$ cat config.mk
export PLATFORM = sky130hd
export DESIGN_NAME = dataout_arbiter_flat
export DESIGN_NICKNAME = d
export VERILOG_FILES = /design/src/rtl/dataout_arbiter_pkg.sv /design/src/rtl/dataout_arbiter_if.sv /design/src/rtl/dataout_arbiter_rr_pick.sv /design/src/rtl/dataout_arbiter.sv /design/src/flat_wrapper.sv
export SDC_FILE = /design/constraint.sdc
export NUM_CORES = 1
export LEC_CHECK = 0
export BUFFER_PORTS_ARGS = -buffer_cell sky130_fd_sc_hd__buf_2
export CORE_UTILIZATION = 50
export DETAILED_ROUTE_END_ITERATION = 10
export PLACE_DENSITY = 0.82
export SLEW_MARGIN = 10
export SYNTH_ARGS = -nofsm -noshare
export SYNTH_HDL_FRONTEND = slang
export SYNTH_SLANG_ARGS = --single-unit
$ cat constraint.sdc
create_clock -name clk -period 4.5 [get_ports clk]
set_input_delay 0 -clock clk [delete_from_list [all_inputs] [get_ports clk]]
set_output_delay 0 -clock clk [all_outputs]
set_load 0.05 [all_outputs]
$ cat src/rtl/dataout_arbiter_pkg.sv
// dataout_arbiter_pkg: shared types, sizes and helpers for the output-bus arbiter
package dataout_arbiter_pkg;

    localparam int NSRC = 4;
    localparam int DW = 8;
    localparam int unsigned TIMEOUT_DEF = 255;

    typedef enum logic [1:0] {
        IDLE  = 2'd0,
        GRANT = 2'd1,
        GAP   = 2'd2
    } state_t;

    // Source index 0 is source 1 and lives in the top bit of every 4-bit vector
    function automatic logic [NSRC-1:0] src_oh(input logic [1:0] id);
        return 4'b1000 >> id;
    endfunction

endpackage

$ cat src/rtl/dataout_arbiter_if.sv
// dataout_arbiter_if: request/control inputs and grant/status outputs of the arbiter
interface dataout_arbiter_if;
    import dataout_arbiter_pkg::*;

    logic [NSRC-1:0] req;
    logic            manual;
    logic [1:0]      manual_sel;
    logic            dout_ready;
    logic [NSRC-1:0] en;
    logic            dout_valid;
    logic [NSRC-1:0] ack;
    logic [1:0]      grant_id;
    logic            busy;
    logic            err_timeout;

    modport master (
        output req, manual, manual_sel, dout_ready,
        input  en, dout_valid, ack, grant_id, busy, err_timeout
    );

    modport slave (
        input  req, manual, manual_sel, dout_ready,
        output en, dout_valid, ack, grant_id, busy, err_timeout
    );

endinterface

$ cat src/rtl/dataout_arbiter_rr_pick.sv
// rr_pick: combinational round-robin winner search starting after the last winner
module rr_pick
    import dataout_arbiter_pkg::*;
(
    input  logic [NSRC-1:0] elig,
    input  logic [1:0]      ptr,
    output logic [NSRC-1:0] oh,
    output logic [1:0]      id
);

    logic [1:0] idx;
    logic       found;

    // Walk ptr+1, ptr+2, ... wrapping, and keep the first eligible source
    always_comb begin
        oh = '0;
        id = '0;
        found = 1'b0;
        idx = ptr;
        for (int k = 1; k <= NSRC; k++) begin
            idx = ptr + 2'(k);
            if (!found && elig[2'd3 - idx]) begin
                found = 1'b1;
                id = idx;
                oh = src_oh(idx);
            end
        end
    end

endmodule

$ cat src/rtl/dataout_arbiter.sv
// dataout_arbiter: grants one of four sources the shared output byte bus
module dataout_arbiter
    import dataout_arbiter_pkg::*;
#(
    parameter int unsigned TIMEOUT = TIMEOUT_DEF
) (
    input logic              clk,
    input logic              rst_n,
    dataout_arbiter_if.slave bus
);

    localparam logic [7:0] LAST_CNT = 8'(TIMEOUT - 1);

    state_t          state_q, state_d;
    logic [NSRC-1:0] en_q, en_d;
    logic            valid_q, valid_d;
    logic [NSRC-1:0] ack_q, ack_d;
    logic [1:0]      gid_q, gid_d;
    logic            busy_q, busy_d;
    logic            err_q, err_d;
    logic [1:0]      ptr_q, ptr_d;
    logic [7:0]      cnt_q, cnt_d;
    logic [1:0]      sync_q, sync_d;

    logic [NSRC-1:0] elig;
    logic [NSRC-1:0] pick_oh;
    logic [1:0]      pick_id;
    logic            held;
    logic            expired;

    // Manual mode narrows the field to the single selected source
    assign elig = bus.manual ? (bus.req & src_oh(bus.manual_sel)) : bus.req;
    assign held = |(bus.req & en_q);
    assign expired = !bus.dout_ready && held && cnt_q == LAST_CNT;

    rr_pick u_pick (
        .elig (elig),
        .ptr  (ptr_q),
        .oh   (pick_oh),
        .id   (pick_id)
    );

    // Next state and next registered outputs; arbitration waits for the release synchroniser
    always_comb begin
        state_d = state_q;
        en_d = en_q;
        valid_d = valid_q;
        ack_d = '0;
        err_d = 1'b0;
        gid_d = gid_q;
        ptr_d = ptr_q;
        cnt_d = cnt_q;
        sync_d = {sync_q[0], 1'b1};
        case (state_q)
            IDLE: begin
                if (sync_q[1] && |pick_oh) begin
                    state_d = GRANT;
                    en_d = pick_oh;
                    valid_d = 1'b1;
                    gid_d = pick_id;
                    cnt_d = '0;
                    ptr_d = bus.manual ? ptr_q : pick_id;
                end
            end
            GRANT: begin
                if (bus.dout_ready || !held || expired) begin
                    state_d = GAP;
                    en_d = '0;
                    valid_d = 1'b0;
                    ack_d = bus.dout_ready ? en_q : '0;
                    err_d = expired;
                    ptr_d = expired ? gid_q : ptr_q;
                end else begin
                    cnt_d = cnt_q + 8'd1;
                end
            end
            GAP: state_d = IDLE;
            default: begin
                state_d = IDLE;
                en_d = '0;
                valid_d = 1'b0;
            end
        endcase
        busy_d = state_d != IDLE;
    end

    // State and output registers; reset clears the bus enables immediately
    always_ff @(posedge clk or negedge rst_n) begin
        if (!rst_n) begin
            state_q <= IDLE;
            en_q <= '0;
            valid_q <= 1'b0;
            ack_q <= '0;
            gid_q <= '0;
            busy_q <= 1'b0;
            err_q <= 1'b0;
            ptr_q <= 2'd3;
            cnt_q <= '0;
            sync_q <= '0;
        end else begin
            state_q <= state_d;
            en_q <= en_d;
            valid_q <= valid_d;
            ack_q <= ack_d;
            gid_q <= gid_d;
            busy_q <= busy_d;
            err_q <= err_d;
            ptr_q <= ptr_d;
            cnt_q <= cnt_d;
            sync_q <= sync_d;
        end
    end

    assign bus.en = en_q;
    assign bus.dout_valid = valid_q;
    assign bus.ack = ack_q;
    assign bus.grant_id = gid_q;
    assign bus.busy = busy_q;
    assign bus.err_timeout = err_q;

endmodule

$ cat src/flat_wrapper.sv
// flat-port wrapper written by rule: the top's interface ports become plain ports
module dataout_arbiter_flat import dataout_arbiter_pkg::*;
#(
    parameter int unsigned TIMEOUT = TIMEOUT_DEF
)
  (clk, rst_n, bus_req, bus_manual, bus_manual_sel, bus_dout_ready, bus_en, bus_dout_valid, bus_ack, bus_grant_id, bus_busy, bus_err_timeout);
  dataout_arbiter_if bus_i ();
  input logic clk;
  input logic rst_n;
  input wire logic [$bits(bus_i.req)-1:0] bus_req;
  input wire logic [$bits(bus_i.manual)-1:0] bus_manual;
  input wire logic [$bits(bus_i.manual_sel)-1:0] bus_manual_sel;
  input wire logic [$bits(bus_i.dout_ready)-1:0] bus_dout_ready;
  output wire logic [$bits(bus_i.en)-1:0] bus_en;
  output wire logic [$bits(bus_i.dout_valid)-1:0] bus_dout_valid;
  output wire logic [$bits(bus_i.ack)-1:0] bus_ack;
  output wire logic [$bits(bus_i.grant_id)-1:0] bus_grant_id;
  output wire logic [$bits(bus_i.busy)-1:0] bus_busy;
  output wire logic [$bits(bus_i.err_timeout)-1:0] bus_err_timeout;
  assign bus_i.req = bus_req;
  assign bus_i.manual = bus_manual;
  assign bus_i.manual_sel = bus_manual_sel;
  assign bus_i.dout_ready = bus_dout_ready;
  assign bus_en = bus_i.en;
  assign bus_dout_valid = bus_i.dout_valid;
  assign bus_ack = bus_i.ack;
  assign bus_grant_id = bus_i.grant_id;
  assign bus_busy = bus_i.busy;
  assign bus_err_timeout = bus_i.err_timeout;
  dataout_arbiter #(.TIMEOUT(TIMEOUT)) u_core (.clk(clk), .rst_n(rst_n), .bus(bus_i));
endmodule
# ---- Word level (Yosys, flattened, before mapping)
# Index checks and enable logic that the tools add are counted.
dict set report word_totals {
  reg_bits 27
  in_bits 10
  out_inout_bits 13
  wordCells 102
}
dict set report op_classes {
  addsub 8
  order_cmp 4
  eq_ne 8
  shifts 5
  n_mux 42
  n_bitwise 3
  reduce_logical 22
}
# cell n
set ops {}
lappend ops {{4-bit 2-to-1 mux} 10}
lappend ops {{2-bit 2-to-1 mux} 10}
lappend ops {{4-bit by 2-bit >> shifter with 4-bit output (first input constant)} 5}
lappend ops {{8-bit 2-to-1 mux} 2}
lappend ops {{8-bit one-hot mux with 2 select lines} 1}
lappend ops {{2-bit by 3-bit < comparator with 1-bit output (second input constant)} 4}
lappend ops {{4-bit one-hot mux with 3 select lines} 1}
lappend ops {{1-bit 2-to-1 mux} 11}
lappend ops {{8-bit by 1-bit adder with 8-bit output (second input constant)} 1}
lappend ops {{4-bit bitwise AND} 2}
lappend ops {{1-bit binary-select mux with 2-bit select} 4}
lappend ops {{8-bit == test (second input constant)} 1}
lappend ops {{2-bit one-hot mux with 2 select lines} 2}
lappend ops {{4-bit OR reduction} 2}
lappend ops {{2-bit subtractor (first input constant)} 4}
lappend ops {{1-bit logical AND} 6}
lappend ops {{2-bit by 1-bit != test with 1-bit output (second input constant)} 3}
lappend ops {{3-bit AND reduction} 2}
lappend ops {{1-bit zero test} 5}
lappend ops {{5-bit AND reduction} 1}
lappend ops {{2-bit adder (second input constant)} 2}
lappend ops {{2-bit != test (second input constant)} 2}
lappend ops {{2-bit nonzero test} 2}
lappend ops {{1-bit one-hot mux with 3 select lines} 1}
lappend ops {{other kinds (7)} 8}

# ---- Longest topological paths before layout
dict set report depth {
  ltp_word 20
  depth_mapped 10
  depth_no_buf 9
}

# ---- Modules after synthesis
# A second synthesis with hierarchy kept.
dict set report unflattened {
  hier_cells 191
  area_unflattened_um2 1905.6
}
# module n_inst cells_per_inst area_each_um2 seq_area_each_um2
set modules_own_cells {}
lappend modules_own_cells {dataout_arbiter 1 113 1288.7 678.2}
lappend modules_own_cells {rr_pick 1 78 616.8 0.0}

# ---- Worst setup path before layout
# OpenSTA, ideal clock, no wires.
dict set report synth_path {
  kind {reg2reg}
  start {register u_core.ptr_q[0]}
  end {register u_core.ptr_q[0]}
  arrival_ps 2883
  t_required_ps 4415
  path_slack_ps 1532
  path_stages_with_launch 10
  path_buffers 1
  synth_period_minus_slack_ps 2968
  cell_sequence {dfstp_2 -> buf_4 -> inv_1 -> ha_1 -> mux4_2 -> a22o_1 -> o311ai_2 -> a41oi_1 -> o32ai_2 -> mux2_1}
}
dict set report synth_via {
  elab_chain_cells 18
}
# element line_no
set synth_rtl {}
lappend synth_rtl {{from (decl)} dataout_arbiter.sv:21} ;# logic [1:0] ptr_q, ptr_d;
lappend synth_rtl {{from (signal assigned)} dataout_arbiter.sv:108} ;# ptr_q <= ptr_d;
lappend synth_rtl {{2-bit by 1-bit adder with 2-bit output} dataout_arbiter_rr_pick.sv:21} ;# idx = ptr + 2'(k);
lappend synth_rtl {{2-bit subtractor} dataout_arbiter_rr_pick.sv:22} ;# if (!found && elig[2'd3 - idx]) begin
lappend synth_rtl {{1-bit binary-select mux with 2-bit select} dataout_arbiter_rr_pick.sv:22}
lappend synth_rtl {{1-bit 2-to-1 mux (not written as such)} dataout_arbiter_rr_pick.sv:22}
lappend synth_rtl {{1-bit 2-to-1 mux} dataout_arbiter_rr_pick.sv:22}
lappend synth_rtl {{1-bit zero test} dataout_arbiter_rr_pick.sv:22}
lappend synth_rtl {{1-bit logical AND} dataout_arbiter_rr_pick.sv:22}
lappend synth_rtl {{1-bit 2-to-1 mux} dataout_arbiter_rr_pick.sv:22}
lappend synth_rtl {{[2 not listed]} -}
lappend synth_rtl {{1-bit 2-to-1 mux} dataout_arbiter_rr_pick.sv:22}
lappend synth_rtl {{1-bit zero test} dataout_arbiter_rr_pick.sv:22}
lappend synth_rtl {{1-bit logical AND} dataout_arbiter_rr_pick.sv:22}
lappend synth_rtl {{4-bit 2-to-1 mux} dataout_arbiter_rr_pick.sv:22}
lappend synth_rtl {{4-bit OR reduction} dataout_arbiter.sv:56} ;# if (sync_q[1] && |pick_oh) begin
lappend synth_rtl {{1-bit logical AND} dataout_arbiter.sv:56}
lappend synth_rtl {{2-bit by 1-bit != test with 1-bit output (no line)} -}
lappend synth_rtl {{5-bit AND reduction (no line)} -}
# Several ways; a longest one is shown, not always the timed one. The select of a mux whose other input is x is not followed.
# A chain may end at the register's enable or synchronous reset.

# ---- Worst setup path in the final report
dict set report layout_path {
  start {register u_core.ptr_q[1]}
  end {register u_core.ptr_q[0]}
}
# Same word-level chain as after synthesis.

==> flow_summary_export.csv <==
group,metric,value,unit
synth,avgSynthCellArea,10.0,µm²
cts,cts.sinks,27,
synth,ys_ff_latch,27,
finish,final_nets,216,
worst_setup_path,start_kind,"flop",
finish,layout_commonest_cell,"dfrtp_1",
cts,post_cts_buffers,0,
cts,cts_tree,"yes",
sta,clock_skew,0.0285,ns
synth,synth_nets,189,
synth,synth_async_sr_flop_share,1.00,
sta,tns,0,ns
sta,rsz0062_at_grt,"false",
sta,fin_crit_sh,0.766,
route,wl_per_cell,15.9,µm
grt,gr-total-overflow,0,
power,power_leakage,0.000922,µW
synth,synth_area_leaders,"dfrtp_1 37%, ha_1 7.4%, dfstp_2 3.1%",
cts,cts_resized,0,
placement,gp_congestion,0.909,
route,routed_wl,3800,µm
synth,synth_ff_type,"dfrtp_1",
synth,synth_area_leader_cell,"dfrtp_1",
floorplan,pin_count,23,
cts,insertion_delay,0.34,ns
cts,clkTransAtPathRegs,0.17,ns
outcome,status,"finished, final reports clean",
floorplan,initial_utilization,0.542,
cts,htreeDepth,1,
route,drt-pass1-iter-count,4,
cts,clk_path_buf_depth,2,
synth,syn_inst,169,
sta,clock.fmax,0.290,GHz
job,cap_viol_max_count,0,
worst_setup_path,endpoint_kind,"flop",
power,total_power,1180,µW
placement,io_buffers,22,
grt,grt_use_total,0.229,
finish,syn_to_final_growth,12.2,%
worst_setup_path,slowest_stage,"dfstp_2",
synth,yosysTopAreaCellShare,0.369,
route,vias,1397,
route,dr.first_iter.drc_count,54,
floorplan,fp.dieH,60.3,µm
grt,grt_pass1_wl,6160,µm
worst_setup_path,timing.rr.start,"u_core.ptr_q[1]",
worst_setup_path,crit_arrival,3.70,ns
grt,grt_max_degree,28,
floorplan,placementRows,20,
route,drc,0,
synth,ys_types,52,
sta,worst_slew_pin_slew,0.777,ns
route,routed_via_density,5.85,
worst_setup_path,startpoint,"u_core.ptr_q[1]",
sta,slew_headroom,0.481,
synth,synth_edf_count,0,
grt,antenna_found_initial,0,
sta,period_needed,3.45,ns
floorplan,coreArea,0.00313,mm²
worst_setup_path,slowest_delay,0.63,ns
sta,report.final.setup_viol,0,
floorplan,dieArea,0.00363,mm²
worst_setup_path,critPathBufInv,1,
cts,cts_made_buffers,3,
hold_path,hp-class,"input port to asynchronous set/reset pin",
synth,yosysWarnings,0,
worst_setup_path,critical_path_required,4.76,ns
placement,dp_hpwl,2890,µm
worst_setup_path,path_cells,"clkinv_1 -> ha_1 -> mux4_2 -> a222oi_1 -> a21boi_1 -> a41oi_1 -> o32ai_2 -> mux2_1",
cts,cts_root_buf,"clkbuf_4",
worst_setup_path,crit_family,"compound AO/OA/AOI/OAI gates",
finish,drive_gt1_frac,0.195,
sta,report.final.slew_viol_count,0,
worst_setup_path,path_max_fanout,11,
synth,synth.yosys.seq_area_share,0.400,
power,irDropWorstVdd,0.000329,V
synth,syn_area,0.00170,mm²
route,ant_nets,0,
finish,antenna_cells,0,
floorplan,die_w,60.3,µm
grt,grt_pass1_vias,1398,
worst_setup_path,path_class,"flop to flop",
finish,finalCoreUtilization,0.609,
finish,most-common-layout-cells,"25 x dfrtp_1, 22 x buf_2, 13 x nand2_1, 12 x nor2_1, 10 x ha_1",
power,power.density,617,mW/mm²
sta,hold_viol_final,0,
sta,whs,0.174,ns
-- layout make-up --
type	count	area, µm²
flip-flops and latches	27	678
clock buffers	3	22.5
multi-input cells	133	980
repair buffers	25	138
well taps	44	55.1
clock inverters	1	8.76
fillers	283	1220
inverters	6	22.5
-- sequential cells by signal, indices dropped and copies added (netlist names), 2 cells and up --
| signal | count |
|---|---|
| u_core.sync_q | 2 |
| u_core.bus.en | 4 |
| u_core.ptr_q | 2 |
| u_core.state_q | 2 |
| u_core.bus.ack | 4 |
| u_core.bus.grant_id | 2 |
| u_core.cnt_q | 8 |
-- worst paths after layout --
path	to	slack [ns]	cells after the start
max	u_core.ptr_q[0]	1.05	8
min	u_core.sync_q[1]	0.17	2
max reg2reg	u_core.ptr_q[0]	1.05	8
min reg2reg	u_core.sync_q[1]	0.39	0
max in group asynchronous	u_core.bus.grant_id[1]	3.90	2
min in group clk	u_core.ptr_q[1]	0.20	4
-- through the flow --
step                instance area [µm²]  std cells  setup slack (ns)
global route                       1900        239             0.832
global placement                   1850        233              1.30
finish                             1900        239              1.05
floorplan                          1700        169              1.53
detailed placement                 1850        233              1.13
CTS                                1900        239              1.08
-- routing by layer --
metal	part of all wire	track usage
met4	0.0055	0.0498
met1	0.44	0.268
met3	0.027	0.0368
met5	0	0
met2	0.53	0.430
-- where the power goes --
group	total, µW	leakage (µW)	internal, µW	switching [µW]
logic	689	0.000550	259	430
registers	375	0.000353	305	69.4
clock network	112	0.0000183	36.1	75.5
-- cell usage after synthesis, drive strengths merged, types with 2 or more instances --
cell type	instances
ha	10
mux2	4
inv	5
a222oi	2
dfstp	2
and2	4
o21a	2
o22ai	3
a41oi	2
dfrtp	25
mux2i	5
mux4	2
nand2	13
o2bb2ai	3
a22oi	2
a21boi	5
nor2	12
o211a	2
and3	7
nor2b	4
nand2b	3
xor2	6
o21ai	8
buf	2
a21oi	5
a22o	2
nor3	3
nand3	4
or2	4
nand4	2
-- what timing repair did --
item | 4_1_cts | 5_1_grt
endpoints found under the setup margin | 0 | 0
hold endpoints to repair | 30 | 0
hold buffers | 2 | 0
-- logic make-up after synthesis --
kind of cell | Yosys count | synth area share
multiplexers | 11 | 0.0826
AO/OA/AOI/OAI | 45 | 0.206
XOR/XNOR | 6 | 0.0310
adder cells (fa/ha/maj) | 10 | 0.0737
flip-flops | 27 | 0.400
other | 1 | 0.00221
buffers and inverters | 9 | 0.0229
AND/OR/NAND/NOR | 60 | 0.182
No activity file was read; power rests on OpenSTA's default activity.
